===== src/rtl/rast_pkg.sv =====
// rast_pkg: shared rasterizer iterator states, bounding-box indices and MSAA step helper
package rast_pkg;
  typedef enum logic {WAIT, TEST} iter_state_t;
  localparam int LL = 0;
  localparam int UR = 1;
  localparam int X = 0;
  localparam int Y = 1;
  function automatic logic [31:0] step_from_subsample(input logic [3:0] ss, input int unsigned radix);
    logic [31:0] one;
    one = 32'd1 << radix;
    return ss[2] ? one >> 1 : ss[1] ? one >> 2 : ss[0] ? one >> 3 : one;
  endfunction
endpackage


===== src/rtl/samp_row_gen.sv =====
// samp_row_gen: lane x positions, lane valid mask and row-end flag for one iterator step
module samp_row_gen #(
  parameter int SIGFIG = 24,
  parameter int SAMPS = 4
) (
  input  logic signed [SIGFIG-1:0]      i_x,
  input  logic signed [SIGFIG-1:0]      i_step,
  input  logic signed [SIGFIG-1:0]      i_ur_x,
  output logic [SAMPS-1:0][SIGFIG-1:0]  o_lane_x,
  output logic [SAMPS-1:0]              o_valid,
  output logic                          o_row_end,
  output logic signed [SIGFIG-1:0]      o_next_x
);
  localparam int LG = $clog2(SAMPS);
  for (genvar k = 0; k < SAMPS; k++) begin : g_lane
    logic signed [SIGFIG-1:0] w_x;
    assign w_x = i_x + i_step * SIGFIG'(k);
    assign o_lane_x[k] = w_x;
    assign o_valid[k] = (k == 0) || (w_x <= i_ur_x);
  end
  assign o_next_x = i_x + (i_step << LG);
  assign o_row_end = o_next_x > i_ur_x;
endmodule


===== src/rtl/sample_iter_multi.sv =====
// sample_iter_multi: MSAA bbox iterator, SAMPS lanes/cycle; ITER_PERF_CNT_EN adds triCnt_U/sampCnt_U
module sample_iter_multi import rast_pkg::*; #(
  parameter int SIGFIG = 24,
  parameter int RADIX = 10,
  parameter int VERTS = 3,
  parameter int AXIS = 3,
  parameter int COLORS = 3,
  parameter int SAMPS = 4
) (
  input  logic                             clk,
  input  logic                             rst,
  input  logic [VERTS*AXIS*SIGFIG-1:0]     tri_R14S,
  input  logic [COLORS*SIGFIG-1:0]         color_R14U,
  input  logic [1:0][1:0][SIGFIG-1:0]      box_R14S,
  input  logic                             validTri_R14H,
  input  logic [3:0]                       subSample_RnnnnU,
  input  logic                             stall_R16H,
  output logic                             halt_RnnnnH,
  output logic [VERTS*AXIS*SIGFIG-1:0]     tri_R16S,
  output logic [COLORS*SIGFIG-1:0]         color_R16U,
  output logic [SAMPS-1:0][1:0][SIGFIG-1:0] sample_R16S,
  output logic [SAMPS-1:0]                 validSamp_R16H
`ifdef ITER_PERF_CNT_EN
  ,
  output logic [31:0]                      triCnt_U,
  output logic [31:0]                      sampCnt_U
`endif
);
  iter_state_t r_state, w_next;
  logic signed [SIGFIG-1:0] r_x, r_y, r_ll_x, r_ur_x, r_ur_y, r_step;
  logic signed [SIGFIG-1:0] w_ll_x, w_ll_y, w_ur_x, w_ur_y, w_next_x;
  logic [SAMPS-1:0][SIGFIG-1:0] w_lane_x;
  logic [SAMPS-1:0] w_valid;
  logic w_row_end, w_box_end, w_accept, w_empty;
  assign w_ll_x = $signed(box_R14S[LL][X]);
  assign w_ll_y = $signed(box_R14S[LL][Y]);
  assign w_ur_x = $signed(box_R14S[UR][X]);
  assign w_ur_y = $signed(box_R14S[UR][Y]);
  assign w_empty = (w_ll_x > w_ur_x) || (w_ll_y > w_ur_y);
  samp_row_gen #(.SIGFIG(SIGFIG), .SAMPS(SAMPS)) u_row (
    .i_x(r_x),
    .i_step(r_step),
    .i_ur_x(r_ur_x),
    .o_lane_x(w_lane_x),
    .o_valid(w_valid),
    .o_row_end(w_row_end),
    .o_next_x(w_next_x)
  );
  assign w_box_end = w_row_end && (r_y + r_step > r_ur_y);
  // halt releases on the final box cycle so the next triangle can be queued
  assign halt_RnnnnH = (r_state == TEST) && !(w_box_end && !stall_R16H);
  assign w_accept = (r_state == WAIT) && validTri_R14H && !halt_RnnnnH && !stall_R16H;
  always_ff @(posedge clk or negedge rst)
    if (!rst) r_state <= WAIT;
    else r_state <= w_next;
  always_comb begin
    w_next = r_state;
    if (w_accept && !w_empty) w_next = TEST;
    else if (r_state == TEST && !stall_R16H && w_box_end) w_next = WAIT;
  end
  always_ff @(posedge clk or negedge rst)
    if (!rst) begin
      r_x <= '0;
      r_y <= '0;
      r_ll_x <= '0;
      r_ur_x <= '0;
      r_ur_y <= '0;
      r_step <= '0;
      tri_R16S <= '0;
      color_R16U <= '0;
      sample_R16S <= '0;
      validSamp_R16H <= '0;
    end else if (!stall_R16H) begin
      validSamp_R16H <= '0;
      if (w_accept) begin
        tri_R16S <= tri_R14S;
        color_R16U <= color_R14U;
        r_x <= w_ll_x;
        r_y <= w_ll_y;
        r_ll_x <= w_ll_x;
        r_ur_x <= w_ur_x;
        r_ur_y <= w_ur_y;
        r_step <= SIGFIG'(step_from_subsample(subSample_RnnnnU, RADIX));
      end else if (r_state == TEST) begin
        for (int k = 0; k < SAMPS; k++) sample_R16S[k] <= {r_y, w_lane_x[k]};
        validSamp_R16H <= w_valid;
        if (!w_row_end) r_x <= w_next_x;
        else if (!w_box_end) begin
          r_x <= r_ll_x;
          r_y <= r_y + r_step;
        end
      end
    end
`ifdef ITER_PERF_CNT_EN
  always_ff @(posedge clk or negedge rst)
    if (!rst) begin
      triCnt_U <= '0;
      sampCnt_U <= '0;
    end else begin
      if (w_accept) triCnt_U <= triCnt_U + 32'd1;
      if (!stall_R16H) sampCnt_U <= sampCnt_U + 32'($countones(validSamp_R16H));
    end
`endif
endmodule


===== config.mk =====
export PLATFORM = sky130hd
export DESIGN_NAME = sample_iter_multi
export DESIGN_NICKNAME = d
export VERILOG_FILES = /design/src/rtl/rast_pkg.sv /design/src/rtl/samp_row_gen.sv /design/src/rtl/sample_iter_multi.sv
export SDC_FILE = /design/constraint.sdc
export NUM_CORES = 1
export LEC_CHECK = 0
export CAP_MARGIN = 20
export CORE_AREA = 2 2 344 346
export CTS_CLUSTER_SIZE = 10
export DETAILED_ROUTE_END_ITERATION = 8
export DIE_AREA = 0 0 346 348
export HOLD_SLACK_MARGIN = 0.02
export PLACE_DENSITY = 0.56
export SETUP_SLACK_MARGIN = 0.1
export SLEW_MARGIN = 20
export SYNTH_ARGS = -nofsm -noshare
export SYNTH_HDL_FRONTEND = slang
export SYNTH_HIERARCHICAL = 1
export SYNTH_SLANG_ARGS = --single-unit

===== constraint.sdc =====
create_clock -name clk -period 5.6 [get_ports clk]
set_input_delay 0.56 -clock clk [delete_from_list [all_inputs] [get_ports clk]]
set_output_delay 0.56 -clock clk [all_outputs]
set_load 0.005 [all_outputs]

==> implementation parameters, run 1 <==
Parameter                              Value

Run status
  Result of the run    finished, final reports clean

Synth
  Top-area cell type share of the netlist area    42.8%
  Synth area leader    sky130_fd_sc_hd__dfrtp_1
  Number of standard cells after synthesis    3749
  Main flop type after synthesis    sky130_fd_sc_hd__dfrtp_1
  Area share of and/or/nand/nor cells after synthesis    23.3%
  Netlist cell types    77
  Mapped Avg Cell Area    8.38 um2
  Count of flip-flops with a built-in enable after synthesis    0
  Synth warn    6
  Synthesis-stage register bit count    537
  Sequential fraction of the synthesis area    42.8%
  Most repeated cell in the gate-level netlist after synthesis    sky130_fd_sc_hd__nand2_1
  Xor/xnor share of the synthesized area    2.45%
  Combinational family with the most area after synthesis    simple AND/OR/NAND/NOR gates
  Synth top cells by count    1466 x sky130_fd_sc_hd__nand2_1, 537 x sky130_fd_sc_hd__dfrtp_1, 281 x sky130_fd_sc_hd__ha_1
  Async SR Flop Fraction    100%
  Share of the synthesized area in compound gates (AO/OA/AOI/OAI)    10.4%
  Ranking of synthesized cells by area    sky130_fd_sc_hd__dfrtp_1 43%, sky130_fd_sc_hd__nand2_1 18%, sky130_fd_sc_hd__ha_1 11%
  Post-Synth Adder-Cell Area    12.8%
  Mux cell area share after synthesis    1.37%
  Netlist area before placement    31400 um2

Floorplanning
  IO Pins    877
  Horiz. Die Dim    346 um
  Chip height    348 um
  # rows    126
  Initial Util    26.9%
  Core Region    117000 um2
  Total die area    120000 um2

STA
  Period Utilization, post-route    96.0%
  Slew at the pin closest to its max-slew limit    968 ps
  Worst-case clock skew    28.6 ps
  Setup repair after global routing missed its margin    yes
  Fmax    0.186 GHz
  Hold violation count in the final report    0
  Final period demand of the worst path    5380 ps
  # setup viols final    0
  Final Slew Violations    0
  Final worst slack    223 ps
  Final-layout setup total negative slack    0 ps
  Max_slew headroom    35.5%

Routing
  First-pass iteration count of the detailed router    5
  Post-detailed-route DRC marker count    0
  Post-DR vias/cell    4.73
  Via count    29270
  Detailed-route wire length per cell    24.3 um
  Iteration-0 DRC count of the detailed router    2382
  Aggregate routed wire length    150 mm
  Number of routed nets with antenna violations    0

Clock network
  CTS tree    yes
  Clock net sink count    537
  Depth of the CTS H-tree    3
  Clk_lat worst skew    660 ps
  Buffer levels on the longest clock path    3
  Cell at the root of the clock tree    sky130_fd_sc_hd__clkbuf_16
  TritonCTS Buffers    71
  Clock-pin slew reported for the worst setup and hold paths after clock tree synthesis    60 ps

Finish
  Storage cell area    13400 um2
  Multi-input gate area in the final layout    16400 um2
  Layout fillers    12018
  Net count of the finished layout    5305
  Syn-to-layout area delta    41.0%
  Fraction of final layout cells with drive strength greater than 1    4.95%
  Summed area of non-filler cells in the final layout    44300 um2

Hold path
  Hold depth    3
  Capture endpoint of the worst hold path    color_R16U[20]
  Critical hold path startpoint    color_R14U[20]
  Path class of the lowest-slack min-delay path    in -> reg

Placed design
  Post-placement setup slack    -11.9 ps
  Routability cong.    0.927
  Half-perimeter wire length after placement    122 mm
  Total of buffers placed on input and output ports    875
  Placement-stage cell area    41700 um2

Pwr
  Fraction of power consumed by combinational cells    57.3%
  Clock group share of total power    18.0%
  Power density over the cells    585 nW/um2
  Switching power of the nets    0.0112 W
  Leakage power of the design    21.8 nW
  Cell internal pwr    0.0147 W
  VDD IR max    0.425 mV
  Sw frac    43.3%
  Power share of the sequential group    24.7%

Critical path
  End of the worst register-to-register path    validSamp_R16H[3]
  Crit Path Class    reg -> out
  Data arrival time of the critical path    4820 ps
  Largest fanout on the critical path    2
  R2R depth    22
  Endpoint kind of the worst setup timing path    output pin
  Worst path required time    5040 ps
  R2R Setup Slk    380 ps
  Kind of start point of the critical path    flop
  Start point of the critical path    r_x[13]
  Worst r2r src    r_step[9]

Global routing
  Pin count of the biggest net entering global routing    138
  Vias in the first global route    28193
  Wire length of the first global-routing pass    210 mm
  Global-route congestion overflow total    0
  Initial antenna violation count    59
  Combined global-route utilization of all metal layers    24.3%

Job
  Max Cap Viol    0
power by group through the flow:
stage / Combinational [W] / Sequential (W) / Clock [W]
final: 0.0148 / 0.00640 / 0.00465
after global routing: 0.0162 / 0.00659 / 0.00495
after CTS: 0.0146 / 0.00640 / 0.00479
after detailed placement: 0.0144 / 0.00646 / 0
after global placement: 0.0143 / 0.00643 / 0
after floorplan: 0.00815 / 0.00624 / 0
critical path, stage by stage (launching register included):
cell and delay [ps]:
sky130_fd_sc_hd__dfrtp_1 410, sky130_fd_sc_hd__ha_4 240, sky130_fd_sc_hd__a21o_1 180, sky130_fd_sc_hd__a21o_1 160, sky130_fd_sc_hd__a21o_1 170, sky130_fd_sc_hd__a221o_1 350, sky130_fd_sc_hd__buf_4 150, sky130_fd_sc_hd__o211a_1 200
sky130_fd_sc_hd__a311oi_2 320, sky130_fd_sc_hd__ha_1 230, sky130_fd_sc_hd__nand4_1 150, sky130_fd_sc_hd__nor2_4 210, sky130_fd_sc_hd__nand3_4 120, sky130_fd_sc_hd__or2_4 250, sky130_fd_sc_hd__and4_4 190, sky130_fd_sc_hd__a211oi_4 280
sky130_fd_sc_hd__inv_2 90, sky130_fd_sc_hd__o31a_1 330, sky130_fd_sc_hd__buf_6 140
layer usage:
layer | part of all wire [%] | vias up | wire [um] | GRT usage [%]
li1 | - | 13841 | - | -
met1 | 43 | 14077 | 64500 | 31.8
met2 | 44 | 1066 | 65700 | 37.5
met3 | 9.8 | 232 | 14700 | 8.55
met4 | 3.3 | 54 | 4930 | 7.35
met5 | 0.23 | - | 343 | 0
through the flow:
step	hold slack [ps]	util, %	total power, W	cells
6_report	426	37.9	0.0259	6193
5_1_grt	408	37.9	0.0278	6184
3_3_place_gp	457	35.7	0.0207	6061
4_1_cts	377	37.7	0.0257	6179
3_5_place_dp	461	35.7	0.0208	6061
2_1_floorplan	264	-	0.0144	3844
cell usage in the layout (no fill, tap or decap), types with 10 or more instances in the layout:
master / Yosys / routed
sky130_fd_sc_hd__diode_2: 0 / 10
sky130_fd_sc_hd__nor3_1: 32 / 31
sky130_fd_sc_hd__fa_1: 26 / 26
sky130_fd_sc_hd__o21bai_1: 13 / 13
sky130_fd_sc_hd__dfrtp_1: 537 / 537
sky130_fd_sc_hd__o211ai_1: 37 / 37
sky130_fd_sc_hd__nand2b_1: 15 / 13
sky130_fd_sc_hd__clkbuf_1: 144 / 13
sky130_fd_sc_hd__buf_4: 102 / 60
sky130_fd_sc_hd__conb_1: 2 / 97
sky130_fd_sc_hd__a31oi_1: 12 / 11
sky130_fd_sc_hd__a21oi_1: 111 / 107
sky130_fd_sc_hd__clkbuf_16: 0 / 72
sky130_fd_sc_hd__inv_1: 213 / 212
sky130_fd_sc_hd__xor2_1: 30 / 30
sky130_fd_sc_hd__o21a_1: 15 / 15
sky130_fd_sc_hd__a21o_1: 82 / 82
sky130_fd_sc_hd__and3_1: 25 / 24
sky130_fd_sc_hd__xnor2_1: 58 / 58
sky130_fd_sc_hd__nand4_1: 48 / 48
sky130_fd_sc_hd__mux2i_1: 32 / 32
sky130_fd_sc_hd__nand2_1: 1466 / 1465
sky130_fd_sc_hd__clkdlybuf4s50_1: 0 / 872
sky130_fd_sc_hd__nand3_1: 37 / 36
sky130_fd_sc_hd__o21ai_0: 133 / 130
sky130_fd_sc_hd__ha_1: 281 / 277
sky130_fd_sc_hd__nor2_1: 104 / 100
sky130_fd_sc_hd__nor2b_1: 26 / 25
sequential cells by signal, indices dropped and copies added, names as in the netlist:
name	count
r_ur_x	24
sample_R16S	120
r_ur_y	24
r_step	4
r_y	24
r_ll_x	24
tri_R16S	216
r_state	1
r_x	24
color_R16U	72
validSamp_R16H	4
kinds of logic after synthesis:
family	Yosys count
and+or+nand+nor	1802
DFF	537
AOI/OAI and AO/OA	503
buffers and inverters	470
adders and majority gates	307
xor gates and xnor gates	88
muxes	40
other	2
layout make-up:
| class | count | share of cell area [%] |
|---|---|---|
| Multi-Input combinational cell | 2837 | 37.0 |
| Sequential cell | 537 | 30.3 |
| Timing Repair Buffer | 946 | 21.2 |
| Clock buffer | 93 | 4.43 |
| Tap cell | 1536 | 4.34 |
| Inverter | 213 | 1.80 |
| Clock inverter | 21 | 0.748 |
| Antenna cell | 10 | 0.0565 |
worst max path at each step:
stage	slack, ps	to
global placement	-2	halt_RnnnnH
detailed placement	-10	halt_RnnnnH
floorplan	620	r_x[10]
global route	60	halt_RnnnnH
CTS	140	halt_RnnnnH
finish	220	halt_RnnnnH
repair_timing:
item,CTS,global route
buffers inserted,3,5
pin swaps,11,29
hold buffers,1,0
setup endpoints to repair,1,2
gates resized for setup,22,26
endpoints found under the hold margin,85,0
Power figures use the tool's default switching activity.
==> run 2: changes to the inputs <==
--- a/config.mk
+++ b/config.mk
@@ -6,12 +6,14 @@
 export NUM_CORES = 1
 export LEC_CHECK = 0
 export CAP_MARGIN = 20
-export CORE_AREA = 2 2 344 346
+export CELL_PAD_IN_SITES_DETAIL_PLACEMENT = 0
+export CELL_PAD_IN_SITES_GLOBAL_PLACEMENT = 1
+export CORE_AREA = 2 2 346 348
 export CTS_CLUSTER_SIZE = 10
 export DETAILED_ROUTE_END_ITERATION = 8
-export DIE_AREA = 0 0 346 348
+export DIE_AREA = 0 0 348 350
 export HOLD_SLACK_MARGIN = 0.02
-export PLACE_DENSITY = 0.56
+export PLACE_DENSITY = 0.7
 export SETUP_SLACK_MARGIN = 0.1
 export SLEW_MARGIN = 20
 export SYNTH_ARGS = -nofsm -noshare
==> implementation parameters, run 2 (same netlist as run 1, synthesis figures left out) <==
Parameter                              Value

Finish
  Finished Layout Cells    6206 (+0.21%)
  Final core utilization    37.7% (-0.18 points)
  Largest reg by FF count    tri_R16S
  Most common cell after layout, fill and taps aside    sky130_fd_sc_hd__nand2_1
  Number of flip-flops in the largest register    216 (unchanged)
  Fraction of final layout cells with drive strength greater than 1    5.00% (+0.052 points)
  Top Registers    tri_R16S x216, sample_R16S x120, color_R16U x72
  Most used cells in the layout excluding fill and tap cells    1465 x sky130_fd_sc_hd__nand2_1, 872 x sky130_fd_sc_hd__clkdlybuf4s50_1, 537 x sky130_fd_sc_hd__dfrtp_1
  Net count of the finished layout    5312 (+0.13%)
  Syn-to-layout area delta    41.2%

STA
  Slew at the pin closest to its max-slew limit    1060 ps (+93.1 ps)
  Period Utilization, post-route    97.3% (+1.2 points)
  Final period demand of the worst path    5450 ps (+69.6 ps)
  Worst-case clock skew    23.5 ps (-5.14 ps)
  Final Slew Violations    0 (unchanged)
  Fmax    0.184 GHz (-1.3%)
  Hold violation count in the final report    0 (unchanged)
  Max_slew headroom    29.3% (-6.2 points)
  Setup repair after global routing missed its margin    yes
  # setup viols final    0 (unchanged)

Global routing
  Global routing's busiest layer    met2
  Wire length of the first global-routing pass    212 mm (+1.1%)
  Global-route congestion overflow total    0 (unchanged)
  Combined global-route utilization of all metal layers    24.5% (+0.23 points)
  Pin count of the biggest net entering global routing    133 (-3.6%)
  Met1 track utilization from global routing    32.8% (+1.0 points)
  Met2 usage    37.2% (-0.25 points)
  Vias in the first global route    28618 (+1.5%)
  Met3 Use GR    8.55% (about the same)
  Initial antenna violation count    49 (-17%)

Floorplanning
  Initial Util    26.7% (-0.18 points)
  IO Pins    877 (unchanged)
  Total die area    122000 um2 (+1.2%)
  # rows    126 (unchanged)
  Core Region    118000 um2 (+0.67%)
  Horiz. Die Dim    348 um (+0.58%)
  Chip height    350 um (+0.57%)

Pwr
  Switching power of the nets    0.0112 W (about the same)
  Cell internal pwr    0.0147 W (+0.47%)
  Leakage power of the design    21.9 nW (+0.38%)
  VDD IR max    0.493 mV (+16%)
  Sw frac    43.2% (-0.10 points)
  Power density over the cells    585 nW/um2 (about the same)
  Fraction of power consumed by combinational cells    57.5% (+0.2 points)
  Clock group share of total power    18.0% (about the same)
  Power after layout    0.0260 W (+0.28%)
  Power share of the sequential group    24.5% (-0.2 points)

Routing
  Post-DR vias/cell    4.73 (+0.16%)
  First-pass iteration count of the detailed router    5 (unchanged)
  Via count    29379 (+0.37%)
  Aggregate routed wire length    153 mm (+2.1%)
  Detailed-route wire length per cell    24.7 um (+1.9%)
  Iteration-0 DRC count of the detailed router    2420 (+1.6%)
  Number of routed nets with antenna violations    0 (unchanged)
  Post-detailed-route DRC marker count    0 (unchanged)

Critical path
  Kind of start point of the critical path    flop
  Largest fanout on the critical path    2 (unchanged)
  Endpoint kind of the worst setup timing path    output pin
  Cell family contributing the most delay on the critical path    compound AO/OA/AOI/OAI gates
  Crit path max-delay cell type    sky130_fd_sc_hd__dfrtp_1
  Critical-path cell list    ha_1 > a21o_1 > a21o_1 > a21o_1 > a221o_1 > buf_6 > o211a_1 > a311oi_2 > ha_1 > nand4_1 > nor2_2 > buf_4 > a2111oi_4 > buf_4 > a31oi_2 > a211oi_4 > inv_2 > o31a_1 > buf_6
  Worst path required time    5040 ps (about the same)
  Buffers and inverters on the worst path    5 (+2)
  Data arrival time of the critical path    4890 ps (+70 ps)
  Largest stage delay on the critical path    380 ps (-30 ps)
  Cell repeated most along the worst path    sky130_fd_sc_hd__a21o_1
  Crit Path Class    reg -> out

Clock network
  CTS tree    yes
  TritonCTS Buffers    72 (+1.4%)
  Cell at the root of the clock tree    sky130_fd_sc_hd__clkbuf_16
  Clock-pin slew reported for the worst setup and hold paths after clock tree synthesis    60 ps (about the same)
  Clk_lat worst skew    650 ps (about the same)
  Clock net sink count    537 (unchanged)
  Buffer levels on the longest clock path    3 (unchanged)
  Depth of the CTS H-tree    3 (unchanged)

Placed design
  Half-perimeter wire length after placement    125 mm (+2.4%)
  Routability cong.    0.917 (-1.1%)
  Count of placed standard cells including taps    6071 (+0.16%)
  Total of buffers placed on input and output ports    875 (unchanged)

Job
  Max Cap Viol    0 (unchanged)

Hold path
  Path class of the lowest-slack min-delay path    in -> async

Run status
  Result of the run    finished, final reports clean
run 2: cell types whose count changed in the layout (fill, tap and decap cells not counted), sizes merged:
cell and change:
buf +7, inv -1, clkbuf +13, clkinvlp -2, diode +1, dlygate4sd3 -1, bufinv -3, clkinv -1
run 2: power groups by stage:
stage | Sequential [W] | Combinational (W) | Clock, W
after floorplan | 0.00624 | 0.00815 | 0
after global placement | 0.00640 | 0.0144 | 0
after detailed placement | 0.00644 | 0.0145 | 0
after CTS | 0.00639 | 0.0147 | 0.00481
after global routing | 0.00655 | 0.0164 | 0.00494
final | 0.00637 | 0.0149 | 0.00467
run 2: stage by stage:
step	worst slack [ps]	cell area (um2)	hold WS [ps]	TNS [ps]
final	154	44400	4.12	0
after global routing	-3.26	44400	53.1	-3.26
after CTS	103	44300	33.3	0
after detailed placement	-97.6	41900	461	-97.6
after global placement	-155	41900	456	-155
after floorplan	622	31800	264	0
run 2: layout make-up:
type	count	area, um2
inverters	213	800
clock buffers	106	2110
multi-input cells	2837	16300
flip-flops and latches	537	13400
well taps	1536	1920
fillers	12223	73400
repair buffers	952	9500
diodes	11	27.5
clock inverters	14	234
run 2: worst paths after layout:
kind / cells past startpoint / to / start / slack, ps
max: 19 / halt_RnnnnH / r_x[13] / 150
min: 1 / sample_R16S[98] / rst / 4
max reg2reg: 22 / validSamp_R16H[3] / r_step[9] / 430
min reg2reg: 2 / color_R16U[23] / color_R16U[23] / 470
max in group asynchronous: 2 / color_R16U[40] / rst / 4220
min in group clk: 3 / tri_R16S[161] / tri_R14S[161] / 430
run 2: worst register-to-register path: stages, from the launching register on:
cell,delay [ps]
sky130_fd_sc_hd__dfrtp_1,390
sky130_fd_sc_hd__buf_4,190
sky130_fd_sc_hd__ha_1,290
sky130_fd_sc_hd__inv_1,50
sky130_fd_sc_hd__fa_1,490
sky130_fd_sc_hd__inv_1,40
sky130_fd_sc_hd__ha_1,310
sky130_fd_sc_hd__a21oi_1,200
sky130_fd_sc_hd__o221ai_2,170
sky130_fd_sc_hd__nor3_2,150
sky130_fd_sc_hd__a21oi_1,120
sky130_fd_sc_hd__or3b_1,350
sky130_fd_sc_hd__a21oi_1,180
sky130_fd_sc_hd__xnor2_1,180
sky130_fd_sc_hd__ha_1,270
sky130_fd_sc_hd__and3_1,180
sky130_fd_sc_hd__a221o_1,360
sky130_fd_sc_hd__a221oi_2,320
sky130_fd_sc_hd__o21ai_0,130
sky130_fd_sc_hd__a21oi_1,180
sky130_fd_sc_hd__a21oi_1,90
sky130_fd_sc_hd__a211o_1,240
sky130_fd_sc_hd__a22o_1,190
run 2: repair_timing:
action / 4_1_cts / 5_1_grt
hold buffers: 0 / 0
endpoints found under the setup margin: 1 / 2
pin swaps: 11 / 5
buffers inserted: 2 / 2
endpoints found under the hold margin: 0 / 0
gates resized for setup: 24 / 10
run 2: per-layer routing:
metal	vias up	share of wire, %
met2	975	43
met4	60	2.8
met5	-	0.25
met3	207	9.1
li1	13842	-
met1	14295	45
==> run 3: changes to the inputs <==
--- a/config.mk
+++ b/config.mk
@@ -14,6 +14,7 @@
 export DIE_AREA = 0 0 348 350
 export HOLD_SLACK_MARGIN = 0.02
 export PLACE_DENSITY = 0.7
+export RECOVER_POWER = 25
 export SETUP_SLACK_MARGIN = 0.1
 export SLEW_MARGIN = 20
 export SYNTH_ARGS = -nofsm -noshare
==> implementation parameters, run 3 (same netlist as run 1, synthesis figures left out) <==
Parameter                              Value

Run status
  Result of the run    complete, but fails checks
  Failing checks    max-capacitance violations, max-slew violations

Finish
  Multi-input gate area in the final layout    16300 um2 (unchanged)
  Largest reg by FF count    tri_R16S
  Number of flip-flops in the largest register    216 (unchanged)
  Top Registers    tri_R16S x216, sample_R16S x120, color_R16U x72
  Fraction of final layout cells with drive strength greater than 1    5.00% (unchanged)
  Most used cells in the layout excluding fill and tap cells    1465 x sky130_fd_sc_hd__nand2_1, 872 x sky130_fd_sc_hd__clkdlybuf4s50_1, 537 x sky130_fd_sc_hd__dfrtp_1
  Most common cell after layout, fill and taps aside    sky130_fd_sc_hd__nand2_1
  Finished Layout Cells    6207 (+0.016%)
  Storage cell area    13400 um2 (unchanged)
  Syn-to-layout area delta    41.1%
  Layout fillers    12227 (+0.033%)
  Final core utilization    37.6% (-0.040 points)
  Net count of the finished layout    5312 (unchanged)

Placed design
  Routability cong.    0.917 (unchanged)
  Count of placed standard cells including taps    6071 (unchanged)
  Total of buffers placed on input and output ports    875 (unchanged)
  Half-perimeter wire length after placement    125 mm (unchanged)

Clock network
  Buffer levels on the longest clock path    3 (unchanged)
  TritonCTS Buffers    72 (unchanged)
  CTS tree    yes
  Depth of the CTS H-tree    3 (unchanged)
  Count of hold-fix buffers inserted at cts    0 (unchanged)
  Clock net sink count    537 (unchanged)
  Clock-pin slew reported for the worst setup and hold paths after clock tree synthesis    60 ps (about the same)
  Clk_lat worst skew    650 ps (about the same)
  Cell at the root of the clock tree    sky130_fd_sc_hd__clkbuf_16

Global routing
  Pin count of the biggest net entering global routing    133 (unchanged)
  Vias in the first global route    28618 (unchanged)
  Wire length of the first global-routing pass    212 mm (unchanged)
  Initial antenna violation count    49 (unchanged)
  Combined global-route utilization of all metal layers    24.5% (unchanged)
  Global-route congestion overflow total    0 (unchanged)

STA
  Min Hold Slack    428 ps (+424 ps)
  Setup repair after global routing missed its margin    yes
  # setup viols final    0 (unchanged)
  Slew at the pin closest to its max-slew limit    3080 ps (+2010 ps)
  Period Utilization, post-route    97.2% (about the same)
  Fmax    0.184 GHz (about the same)
  Max_slew headroom    -105% (-130 points)
  Final Slew Violations    446 (+446)
  Hold violation count in the final report    0 (unchanged)
  Final period demand of the worst path    5440 ps (-4.18 ps)
  Worst-case clock skew    21.8 ps (-1.69 ps)

Critical path
  Endpoint kind of the worst setup timing path    output pin
  Largest fanout on the critical path    2 (unchanged)
  Kind of start point of the critical path    flop
  Data arrival time of the critical path    4880 ps (about the same)
  Crit Path Class    reg -> out
  Worst path required time    5040 ps (about the same)

Floorplanning
  # rows    126 (unchanged)
  Total die area    122000 um2 (unchanged)
  Chip height    350 um (unchanged)
  Initial Util    26.7% (unchanged)
  IO Pins    877 (unchanged)
  Core Region    118000 um2 (unchanged)
  Horiz. Die Dim    348 um (unchanged)

Routing
  Number of routed nets with antenna violations    0 (unchanged)
  Post-detailed-route DRC marker count    0 (unchanged)
  First-pass iteration count of the detailed router    5 (unchanged)
  Detailed-route wire length per cell    24.7 um (about the same)
  Via count    29346 (-0.11%)
  Aggregate routed wire length    153 mm (about the same)
  Iteration-0 DRC count of the detailed router    2451 (+1.3%)
  Post-DR vias/cell    4.73 (-0.13%)

Pwr
  Power after layout    0.0260 W (about the same)
  VDD IR max    0.489 mV (-0.97%)
  Power density over the cells    586 nW/um2 (about the same)
  Leakage power of the design    21.9 nW (about the same)

Job
  Max Cap Viol    4 (+4)

Hold path
  Path class of the lowest-slack min-delay path    in -> reg
[run 3: cell types whose count changed in the layout (fill, tap and decap cells not counted), sizes merged]
cell and delta:
buf -4, clkbuf +4, diode +1
[run 3: final timing paths]
kind,startpoint,endpoint,slack (ps),cells after the start
setup / recovery,r_x[13],halt_RnnnnH,160,19
hold / removal,tri_R14S[107],tri_R16S[107],430,3
setup reg to reg,r_step[9],validSamp_R16H[3],440,22
hold reg to reg,color_R16U[23],color_R16U[23],470,2
max in group asynchronous,rst,color_R16U[40],1220,2
min in group asynchronous,rst,sample_R16S[98],890,1
[run 3: area by class of cell]
type | instances | share of cell area (%)
clock buffers | 106 | 4.76
inverters | 213 | 1.80
repair buffers | 952 | 21.3
well taps | 1536 | 4.33
multi-input cells | 2837 | 36.9
diodes | 12 | 0.0677
clock inverters | 14 | 0.528
flip-flops and latches | 537 | 30.3
[run 3: layer usage]
metal,GRT usage [%],wire [um],vias to the layer above
met5,0,360,-
met4,6.90,4480,60
met3,8.55,14400,211
met2,37.2,66300,972
met1,32.8,67800,14250
li1,-,-,13853
[run 3: where the power goes]
group          internal (W)  total [W]  switching [W]
registers           0.00528    0.00638        0.00110
logic               0.00675     0.0149        0.00818
clock network       0.00272    0.00466        0.00194
[run 3: what timing repair did]
action	in CTS	in global routing
setup buffers	2	2
gates cloned	0	0
pin swaps	11	5
setup endpoints to repair	1	2
gates resized for setup	24	10
[run 3: critical path, cell delays in order, from the launching register on]
cell                        delay (ps)
sky130_fd_sc_hd__dfrtp_1           380
sky130_fd_sc_hd__ha_1              320
sky130_fd_sc_hd__a21o_1            190
sky130_fd_sc_hd__a21o_1            180
sky130_fd_sc_hd__a21o_1            190
sky130_fd_sc_hd__a221o_1           340
sky130_fd_sc_hd__buf_6             130
sky130_fd_sc_hd__o211a_1           220
sky130_fd_sc_hd__a311oi_2          290
sky130_fd_sc_hd__ha_1              310
sky130_fd_sc_hd__nand4_1           110
sky130_fd_sc_hd__nor2_2             60
sky130_fd_sc_hd__buf_4             140
sky130_fd_sc_hd__a2111oi_4         310
sky130_fd_sc_hd__buf_4             180
sky130_fd_sc_hd__a31oi_2           110
sky130_fd_sc_hd__a211oi_4          260
sky130_fd_sc_hd__inv_2              80
sky130_fd_sc_hd__o31a_1            280
sky130_fd_sc_hd__buf_6             150
[run 3: through the flow]
stage / area (um2) / setup slack [ps] / setup TNS, ps
after floorplan: 31800 / 622 / 0
after global placement: 41900 / -155 / -155
after detailed placement: 41900 / -97.6 / -97.6
after CTS: 44300 / 103 / 0
after global routing: 44300 / -3.26 / -3.26
final: 44300 / 158 / 0
